File: src/rtl/modulo_controlador_sensores_contador_if.sv
// Bundle of sensor, preset and counter-side signals between the control stage and its environment.
// slave = the control stage itself, master = whoever drives sensors, preset and q.
interface modulo_controlador_sensores_contador_if;
   logic       sensor_a;
   logic       sensor_b;
   logic       preset_req;
   logic [4:0] preset_val;
   logic [4:0] q;
   logic       up_down;
   logic       enable;
   logic       load;
   logic [4:0] e_load;
   logic       full;
   logic       empty;
   logic       reject;
   logic       error;

   modport slave (
      input  sensor_a, sensor_b, preset_req, preset_val, q,
      output up_down, enable, load, e_load, full, empty, reject, error
   );

   modport master (
      output sensor_a, sensor_b, preset_req, preset_val, q,
      input  up_down, enable, load, e_load, full, empty, reject, error
   );
endinterface

File: src/rtl/modulo_controlador_sensores_contador.sv
// Turns two debounced beam sensors into one-cycle up/down count strobes and preset loads.
// Strobes appear one cycle after the final filtered transition; a preset load wins over a same-cycle event.
module modulo_controlador_sensores_contador #(
   parameter int DEBOUNCE_CYCLES = 4,
   parameter int CAPACITY        = 31
) (
   input logic clk,
   input logic rst_n,
   modulo_controlador_sensores_contador_if.slave bus
);

   localparam logic [4:0] CAP     = 5'(CAPACITY);
   localparam logic [3:0] DB_LAST = 4'(DEBOUNCE_CYCLES - 1);

   typedef enum logic [2:0] {
      IDLE, E_A, E_AB, E_B, X_B, X_BA, X_A, ERR
   } state_t;

   logic [1:0]      sync_a;
   logic [1:0]      sync_b;
   logic [1:0]      raw_s;
   logic [1:0]      fab;
   logic [1:0][3:0] db_cnt;

   state_t state;
   state_t next_state;
   logic   entry_evt;
   logic   exit_evt;
   logic   err_lvl;

   logic       preset_q;
   logic       preset_rise;
   logic       is_full;
   logic       is_empty;
   logic       ok_up;
   logic       ok_dn;
   logic       rej_now;
   logic       up_down_r;
   logic       enable_r;
   logic       load_r;
   logic [4:0] e_load_r;
   logic       reject_r;

   always_ff @(posedge clk or negedge rst_n) begin
      if (!rst_n) begin
         sync_a <= '0;
         sync_b <= '0;
      end else begin
         sync_a <= {sync_a[0], bus.sensor_a};
         sync_b <= {sync_b[0], bus.sensor_b};
      end
   end

   // bit 1 = outer beam A, bit 0 = inner beam B
   assign raw_s = {sync_a[1], sync_b[1]};

   always_ff @(posedge clk or negedge rst_n) begin
      if (!rst_n) begin
         fab    <= '0;
         db_cnt <= '0;
      end else begin
         for (int i = 0; i < 2; i++) begin
            if (raw_s[i] == fab[i]) begin
               db_cnt[i] <= '0;
            end else if (db_cnt[i] == DB_LAST) begin
               fab[i]    <= raw_s[i];
               db_cnt[i] <= '0;
            end else begin
               db_cnt[i] <= db_cnt[i] + 4'd1;
            end
         end
      end
   end

   always_ff @(posedge clk or negedge rst_n) begin
      if (!rst_n) state <= IDLE;
      else        state <= next_state;
   end

   always_comb begin
      next_state = ERR;
      case (state)
         IDLE: case (fab)
            2'b00:   next_state = IDLE;
            2'b10:   next_state = E_A;
            2'b01:   next_state = X_B;
            default: next_state = ERR;
         endcase
         E_A: case (fab)
            2'b10:   next_state = E_A;
            2'b11:   next_state = E_AB;
            2'b00:   next_state = IDLE;
            default: next_state = ERR;
         endcase
         E_AB: case (fab)
            2'b11:   next_state = E_AB;
            2'b01:   next_state = E_B;
            2'b10:   next_state = E_A;
            default: next_state = ERR;
         endcase
         E_B: case (fab)
            2'b01:   next_state = E_B;
            2'b00:   next_state = IDLE;
            2'b11:   next_state = E_AB;
            default: next_state = ERR;
         endcase
         X_B: case (fab)
            2'b01:   next_state = X_B;
            2'b11:   next_state = X_BA;
            2'b00:   next_state = IDLE;
            default: next_state = ERR;
         endcase
         X_BA: case (fab)
            2'b11:   next_state = X_BA;
            2'b10:   next_state = X_A;
            2'b01:   next_state = X_B;
            default: next_state = ERR;
         endcase
         X_A: case (fab)
            2'b10:   next_state = X_A;
            2'b00:   next_state = IDLE;
            2'b11:   next_state = X_BA;
            default: next_state = ERR;
         endcase
         ERR:     next_state = (fab == 2'b00) ? IDLE : ERR;
         default: next_state = IDLE;
      endcase
   end

   always_comb begin
      entry_evt = (state == E_B) && (fab == 2'b00);
      exit_evt  = (state == X_A) && (fab == 2'b00);
      err_lvl   = (state == ERR);
   end

   assign preset_rise = bus.preset_req && !preset_q;
   assign is_full     = (bus.q == CAP);
   assign is_empty    = (bus.q == 5'd0);
   assign ok_up       = entry_evt && !is_full;
   assign ok_dn       = exit_evt && !is_empty;
   assign rej_now     = (entry_evt && is_full) || (exit_evt && is_empty);

   // A maturing event is dropped when the load strobe goes out in the same cycle
   always_ff @(posedge clk or negedge rst_n) begin
      if (!rst_n) begin
         preset_q  <= 1'b0;
         up_down_r <= 1'b1;
         enable_r  <= 1'b0;
         load_r    <= 1'b0;
         e_load_r  <= '0;
         reject_r  <= 1'b0;
      end else begin
         preset_q <= bus.preset_req;
         load_r   <= preset_rise;
         enable_r <= (ok_up || ok_dn) && !preset_rise;
         reject_r <= rej_now && !preset_rise;
         if ((ok_up || ok_dn) && !preset_rise) up_down_r <= ok_up;
         if (preset_rise) e_load_r <= (bus.preset_val > CAP) ? CAP : bus.preset_val;
      end
   end

   assign bus.up_down = up_down_r;
   assign bus.enable  = enable_r;
   assign bus.load    = load_r;
   assign bus.e_load  = e_load_r;
   assign bus.reject  = reject_r;
   assign bus.error   = err_lvl;
   assign bus.full    = is_full;
   assign bus.empty   = is_empty;

endmodule

File: src/flat_wrapper.sv
// flat-port wrapper written by rule: the top's interface ports become plain ports
module modulo_controlador_sensores_contador_flat 
#(
   parameter int DEBOUNCE_CYCLES = 4,
   parameter int CAPACITY        = 31
)
  (clk, rst_n, bus_sensor_a, bus_sensor_b, bus_preset_req, bus_preset_val, bus_q, bus_up_down, bus_enable, bus_load, bus_e_load, bus_full, bus_empty, bus_reject, bus_error);
  modulo_controlador_sensores_contador_if bus_i ();
  input logic clk;
  input logic rst_n;
  input wire logic [$bits(bus_i.sensor_a)-1:0] bus_sensor_a;
  input wire logic [$bits(bus_i.sensor_b)-1:0] bus_sensor_b;
  input wire logic [$bits(bus_i.preset_req)-1:0] bus_preset_req;
  input wire logic [$bits(bus_i.preset_val)-1:0] bus_preset_val;
  input wire logic [$bits(bus_i.q)-1:0] bus_q;
  output wire logic [$bits(bus_i.up_down)-1:0] bus_up_down;
  output wire logic [$bits(bus_i.enable)-1:0] bus_enable;
  output wire logic [$bits(bus_i.load)-1:0] bus_load;
  output wire logic [$bits(bus_i.e_load)-1:0] bus_e_load;
  output wire logic [$bits(bus_i.full)-1:0] bus_full;
  output wire logic [$bits(bus_i.empty)-1:0] bus_empty;
  output wire logic [$bits(bus_i.reject)-1:0] bus_reject;
  output wire logic [$bits(bus_i.error)-1:0] bus_error;
  assign bus_i.sensor_a = bus_sensor_a;
  assign bus_i.sensor_b = bus_sensor_b;
  assign bus_i.preset_req = bus_preset_req;
  assign bus_i.preset_val = bus_preset_val;
  assign bus_i.q = bus_q;
  assign bus_up_down = bus_i.up_down;
  assign bus_enable = bus_i.enable;
  assign bus_load = bus_i.load;
  assign bus_e_load = bus_i.e_load;
  assign bus_full = bus_i.full;
  assign bus_empty = bus_i.empty;
  assign bus_reject = bus_i.reject;
  assign bus_error = bus_i.error;
  modulo_controlador_sensores_contador #(.DEBOUNCE_CYCLES(DEBOUNCE_CYCLES), .CAPACITY(CAPACITY)) u_core (.clk(clk), .rst_n(rst_n), .bus(bus_i));
endmodule
File: config.mk
export PLATFORM = sky130hd
export DESIGN_NAME = modulo_controlador_sensores_contador_flat
export DESIGN_NICKNAME = d
export VERILOG_FILES = /design/src/rtl/modulo_controlador_sensores_contador_if.sv /design/src/rtl/modulo_controlador_sensores_contador.sv /design/src/flat_wrapper.sv
export SDC_FILE = /design/constraint.sdc
export NUM_CORES = 1
export LEC_CHECK = 0
export CORE_ASPECT_RATIO = 1.1
export CORE_MARGIN = 2
export CORE_UTILIZATION = 30
export CTS_CLUSTER_SIZE = 20
export DETAILED_ROUTE_END_ITERATION = 10
export HOLD_SLACK_MARGIN = 0.15
export PLACE_DENSITY_LB_ADDON = 0.05
export SETUP_SLACK_MARGIN = 0.02
export SLEW_MARGIN = 25
export SYNTH_ARGS = -nofsm -noshare
export SYNTH_HDL_FRONTEND = slang
export SYNTH_SLANG_ARGS = --single-unit
File: constraint.sdc
create_clock -name clk -period 2.14 [get_ports clk]
set_clock_uncertainty 0.05 [all_clocks]
set_input_delay 0.535 -clock clk [delete_from_list [all_inputs] [get_ports clk]]
set_output_delay 0.535 -clock clk [all_outputs]
set_load 0.005 [all_outputs]
# Yosys cells after proc, flatten, opt, wreduce, memory -nomap -nowiden
# Cells that the tools add are included.
word_totals:
  register_bits: 27
  latchBits: 0
  ram_bits: 0
  mem_bits_ro: 0
  input_bits: 15
  out_inout_bits: 12
  wordCells: 67
  mem_count: 0
classes:
  add_sub_neg: 2
  n_mul: 0
  div_mod_pow: 0
  magnitude_cmp: 1
  eq_ne: 15
  n_shift: 0
  mux: 14
  bitwise_logic: 2
  n_reduce_logical: 20
op_table:
  columns: ["cell", "n"]
  rows:
  - ["$pmux 3 s3", 6]
  - ["$pmux 3 s8", 1]
  - ["$mux 4", 4]
  - ["$eq 3x3->1 const B", 4]
  - ["$logic_and 1x1->1", 9]
  - ["$add 4x1->4 const B", 2]
  - ["$eq 4x2->1 const B", 2]
  - ["$eq 3x2->1 const B", 2]
  - ["$pmux 2 s3", 1]
  - ["$eq 5x5->1 const B", 1]
  - ["$gt 5x5->1 const B", 1]
  - ["$logic_not 5->1", 1]
  - ["$mux 5", 1]
  - ["$eq 2x2->1 const B", 2]
  - ["$logic_not 1->1", 4]
  - ["$reduce_and 2->1", 2]
  - ["$eq 3x1->1 const B", 1]
  - ["$logic_not 3->1", 1]
  - ["$mux 3", 1]
  - ["$eq 1x1->1", 2]
  - ["$eq 2x1->1 const B", 1]
  - ["$logic_not 2->1", 1]
  - ["$logic_or 1x1->1", 2]
  - ["$not 1->1", 2]

# Longest topological paths before layout
depth:
  ltp_word: 5
  ltp_mapped: 6

# Least setup slack after synthesis
# No wires, ideal clock.
synth_timing:
  path_kind: "input-to-output"
  startpoint: "input bus_q[0]"
  endpoint: "output bus_empty"
  t_arrival_ps: 1180
  slack_ps: 375
  cell_stages: 2
  cell_sequence: "or4_4 nor2_4"
synth_between:
  elab_chain_cells: 1
synth_lines:
  columns: ["element", "line", "source"]
  rows:
  - ["start: declaration", "flat_wrapper.sv:15", "input wire logic [$bits(bus_i.q)-1:0] bus_q;"]
  - ["$logic_not 5->1", "modulo_controlador_sensores_contador.sv:138", "assign is_empty = (bus.q == 5'd0);"]
  - ["end: declaration", "flat_wrapper.sv:21", "output wire logic [$bits(bus_i.empty)-1:0] bus_empty;"]
# Every way passes these cells.

# Worst setup path in the final report
layout_timing:
  startpoint: "input bus_q[2]"
  endpoint: "output bus_empty"
# Same word-level chain as after synthesis.

==> impl_metrics.json <==
{
  "status": "finished clean",
  "rows": 25,
  "nets": 181,
  "hold_class": "reg -> reg",
  "final-max-slew-violation-count": 0,
  "post-route-min-period_ns": 2.08,
  "startpoint": "bus_q[2]",
  "antennaDiodeCount": 0,
  "yosysUniqueCellTypes": 40,
  "postRouteAntennaNets": 0,
  "max_slew_margin_pct": 77.1,
  "clk-insertion-delay-late_ns": 0.26,
  "antenna_found_initial": 0,
  "synthArstFlopShare_pct": 100,
  "fin_crit_sh_pct": 97.2,
  "cts_tree": "built",
  "final_util_pct": 40.6,
  "ir_drop_uv": 437,
  "ys_seq_area_share_pct": 50.5,
  "vias_per_cell": 4.73,
  "critical_path_buf_inv_count": 2,
  "htreeDepth": 1,
  "pwr-share-seq_pct": 38.7,
  "setup_tns_ns": 0,
  "first_pass_iters": 4,
  "die_x_um": 67.8,
  "synthCells": 119,
  "crit_family": "simple AND/OR/NAND/NOR gates",
  "drcViolationCount": 0,
  "grtUsageTotal_pct": 11.0,
  "p_leak_nw": 0.773,
  "port_buffers": 26,
  "cp_cell_sequence": "dlygate4sd2_1 -> or4_4 -> nor2_4 -> buf_2",
  "drtIter0Drc": 50,
  "final_cell_mix": "dfrtp_1 (26), clkdlybuf4s50_1 (20), buf_4 (11)",
  "io_pins": 27,
  "syn_nets": 143,
  "ff2ff_setup_slack_ns": 0.37,
  "path_clk_slew_ns": 0.09,
  "cts_buffer_depth": 2,
  "numPlacedInstances": 203,
  "finalNonFillerCells": 210,
  "rr_worst_depth": 6,
  "hold_viol": 0,
  "grt_pass1_wl_mm": 4.26,
  "max_freq_ghz": 0.481,
  "cp.depth": 4,
  "synth_seq_cells": 27,
  "syn_to_final_growth_pct": 29.9,
  "rsz0062_at_grt": "no",
  "die-area_um2": 5020,
  "cp-endpoint": "bus_empty",
  "r2r_start": "u_core.fab[1]$_DFFE_PN0P_",
  "powerDensity_nw_per_um2": 1050,
  "pre_cts_ws_ns": -0.586,
  "grt_pass1_vias": 1009,
  "coreArea_um2": 4290,
  "comb_power_share_pct": 45.9,
  "place.gp.congestion": 0.786,
  "cts.sinks": 27,
  "crit_path_top_delay_cell": "or4_4",
  "reg2reg_to": "u_core.state[0]$_DFF_PN0_",
  "cts_root_buf": "clkbuf_8",
  "p_clk_share_pct": 15.4,
  "syn_area_per_cell_um2": 11.3,
  "cts-buffers-inserted": 3,
  "ctsHoldBuffers": 0,
  "finalWirelength_mm": 2.55,
  "routedWlPerCell_um": 12.1,
  "die_h_um": 74.1,
  "crit_fanout": 2,
  "cp.arrival_ns": 1.50,
  "syn-cell-area_um2": 1340,
  "mostFrequentLayoutCell": "dfrtp_1",
  "synth_edf_count": 0,
  "startpoint_type": "primary input",
  "via_count": 994,
  "cp-end-kind": "primary output",
  "sw_frac_of_total_pct": 36.5,
  "internal_power_mw": 1.16,
  "switchingPower_mw": 0.666,
  "drv_cap": 0,
  "setup_viol_count_final": 0,
  "gr-total-overflow": 0,
  "yosysWarningCount": 0,
  "synth_flop_cell": "dfrtp_1",
  "required_ns": 1.55,
  "hpwlAfterDp_mm": 1.93,
  "grt_max_degree": 28,
  "start_util_pct": 31.3,
  "fillCellCount": 412,
  "worstSetupPathType": "in -> out",
  "worst_slew_pin_slew_ns": 0.341,
  "power_mw": 1.82,
  "setup_ws_ns": 0.0591,
  "cp_slowest_stage_delay_ns": 0.51,
  "drive_gt1_share_pct": 17.9
}
[routing by layer]
layer | vias to the layer above | GRT usage (%) | wire length, um
li1 | 495 | - | -
met1 | 476 | 13.3 | 1180
met2 | 21 | 19.8 | 1240
met3 | 2 | 1.82 | 114
met4 | 0 | 3.40 | 12
met5 | - | 0 | 0
[cell usage after synthesis (2+ instances only)]
library cell / n / share of area, %
a21oi_1: 6 / 2.2
buf_6: 2 / 1.7
dfrtp_1: 26 / 49
ha_1: 9 / 8.4
inv_1: 5 / 1.4
mux2_1: 3 / 2.5
mux2_2: 2 / 1.7
nand2_1: 5 / 1.4
nand2b_1: 3 / 1.4
nand3_1: 5 / 1.9
nand3b_1: 4 / 2.2
nor2_1: 7 / 2.0
nor2b_1: 2 / 0.93
nor3_1: 3 / 1.1
nor3b_1: 2 / 1.1
o21ai_0: 7 / 2.6
o21ai_2: 3 / 2.0
xnor2_1: 2 / 1.3
xor2_1: 2 / 1.3
[area by class of cell]
| class | count | area, um^2 | share of cell area [%] |
|---|---|---|---|
| sequential | 27 | 677 | 38.9 |
| multi-input combinational | 82 | 598 | 34.3 |
| inverter | 6 | 22.5 | 1.29 |
| clock buffer | 3 | 41.3 | 2.37 |
| tap | 54 | 67.6 | 3.88 |
| clock inverter | 1 | 5.00 | 0.287 |
| timing repair buffer | 37 | 330 | 19.0 |
[worst register-to-register path: cells and delay by family, from the launching register on]
kind	cells	cell delay (ns)
adders and majority gates	1	0.25
and+or+nand+nor	1	0.18
DFF	1	0.46
AOI/OAI and AO/OA	3	0.58
buffers and inverters	1	0.13
[repair_timing]
action | 4_1_cts | 5_1_grt
resized for setup | 11 | 2
endpoints found under the hold margin | 0 | 0
setup buffers | 3 | 0
pin swaps | 3 | 2
endpoints found under the setup margin | 2 | 1
[state kept, by name (all words and copies together) (netlist names), 2 cells and up]
name,count
u_core.sync_a,2
u_core.state,3
u_core.fab,2
u_core.sync_b,2
u_core.db_cnt,8
u_core.bus.e_load,5
[through the flow]
stage / hold WS, ns / instance area (um^2)
2_1_floorplan: 0.189 / 1340
3_3_place_gp: 0.281 / 1690
3_5_place_dp: 0.285 / 1690
4_1_cts: 0.307 / 1750
5_1_grt: 0.314 / 1740
6_report: 0.304 / 1740
[logic make-up (layout without fill, tap and decap cells)]
kind of cell	after synthesis	after routing	share of synthesized area, %
XOR/XNOR	4	4	2.61
AND/OR/NAND/NOR	38	38	16.3
buffers and inverters	10	47	4.94
flip-flops	27	27	50.5
multiplexers	5	5	4.20
AO/OA/AOI/OAI	26	26	13.1
adder cells (fa/ha/maj)	9	9	8.40
[power groups by stage]
stage / clock network [mW] / logic, mW / registers, mW
2_1_floorplan: 0 / 0.593 / 0.723
6_report: 0.280 / 0.836 / 0.705
3_5_place_dp: 0 / 0.840 / 0.718
5_1_grt: 0.316 / 0.935 / 0.724
4_1_cts: 0.299 / 0.844 / 0.708
3_3_place_gp: 0 / 0.831 / 0.712
[worst min path at each step]
stage / startpoint / endpoint / cells past startpoint
after CTS: u_core.sync_a[0]$_DFF_PN0_ / u_core.sync_a[1]$_DFF_PN0_ / 0
after detailed placement: u_core.sync_a[0]$_DFF_PN0_ / u_core.sync_a[1]$_DFF_PN0_ / 0
after global placement: u_core.sync_a[0]$_DFF_PN0_ / u_core.sync_a[1]$_DFF_PN0_ / 0
after global routing: u_core.sync_a[0]$_DFF_PN0_ / u_core.sync_a[1]$_DFF_PN0_ / 0
final: u_core.sync_a[0]$_DFF_PN0_ / u_core.sync_a[1]$_DFF_PN0_ / 0
after floorplan: rst_n / u_core.bus.e_load[0]$_DFFE_PN0P_ / 0
Power figures use the tool's default switching activity.
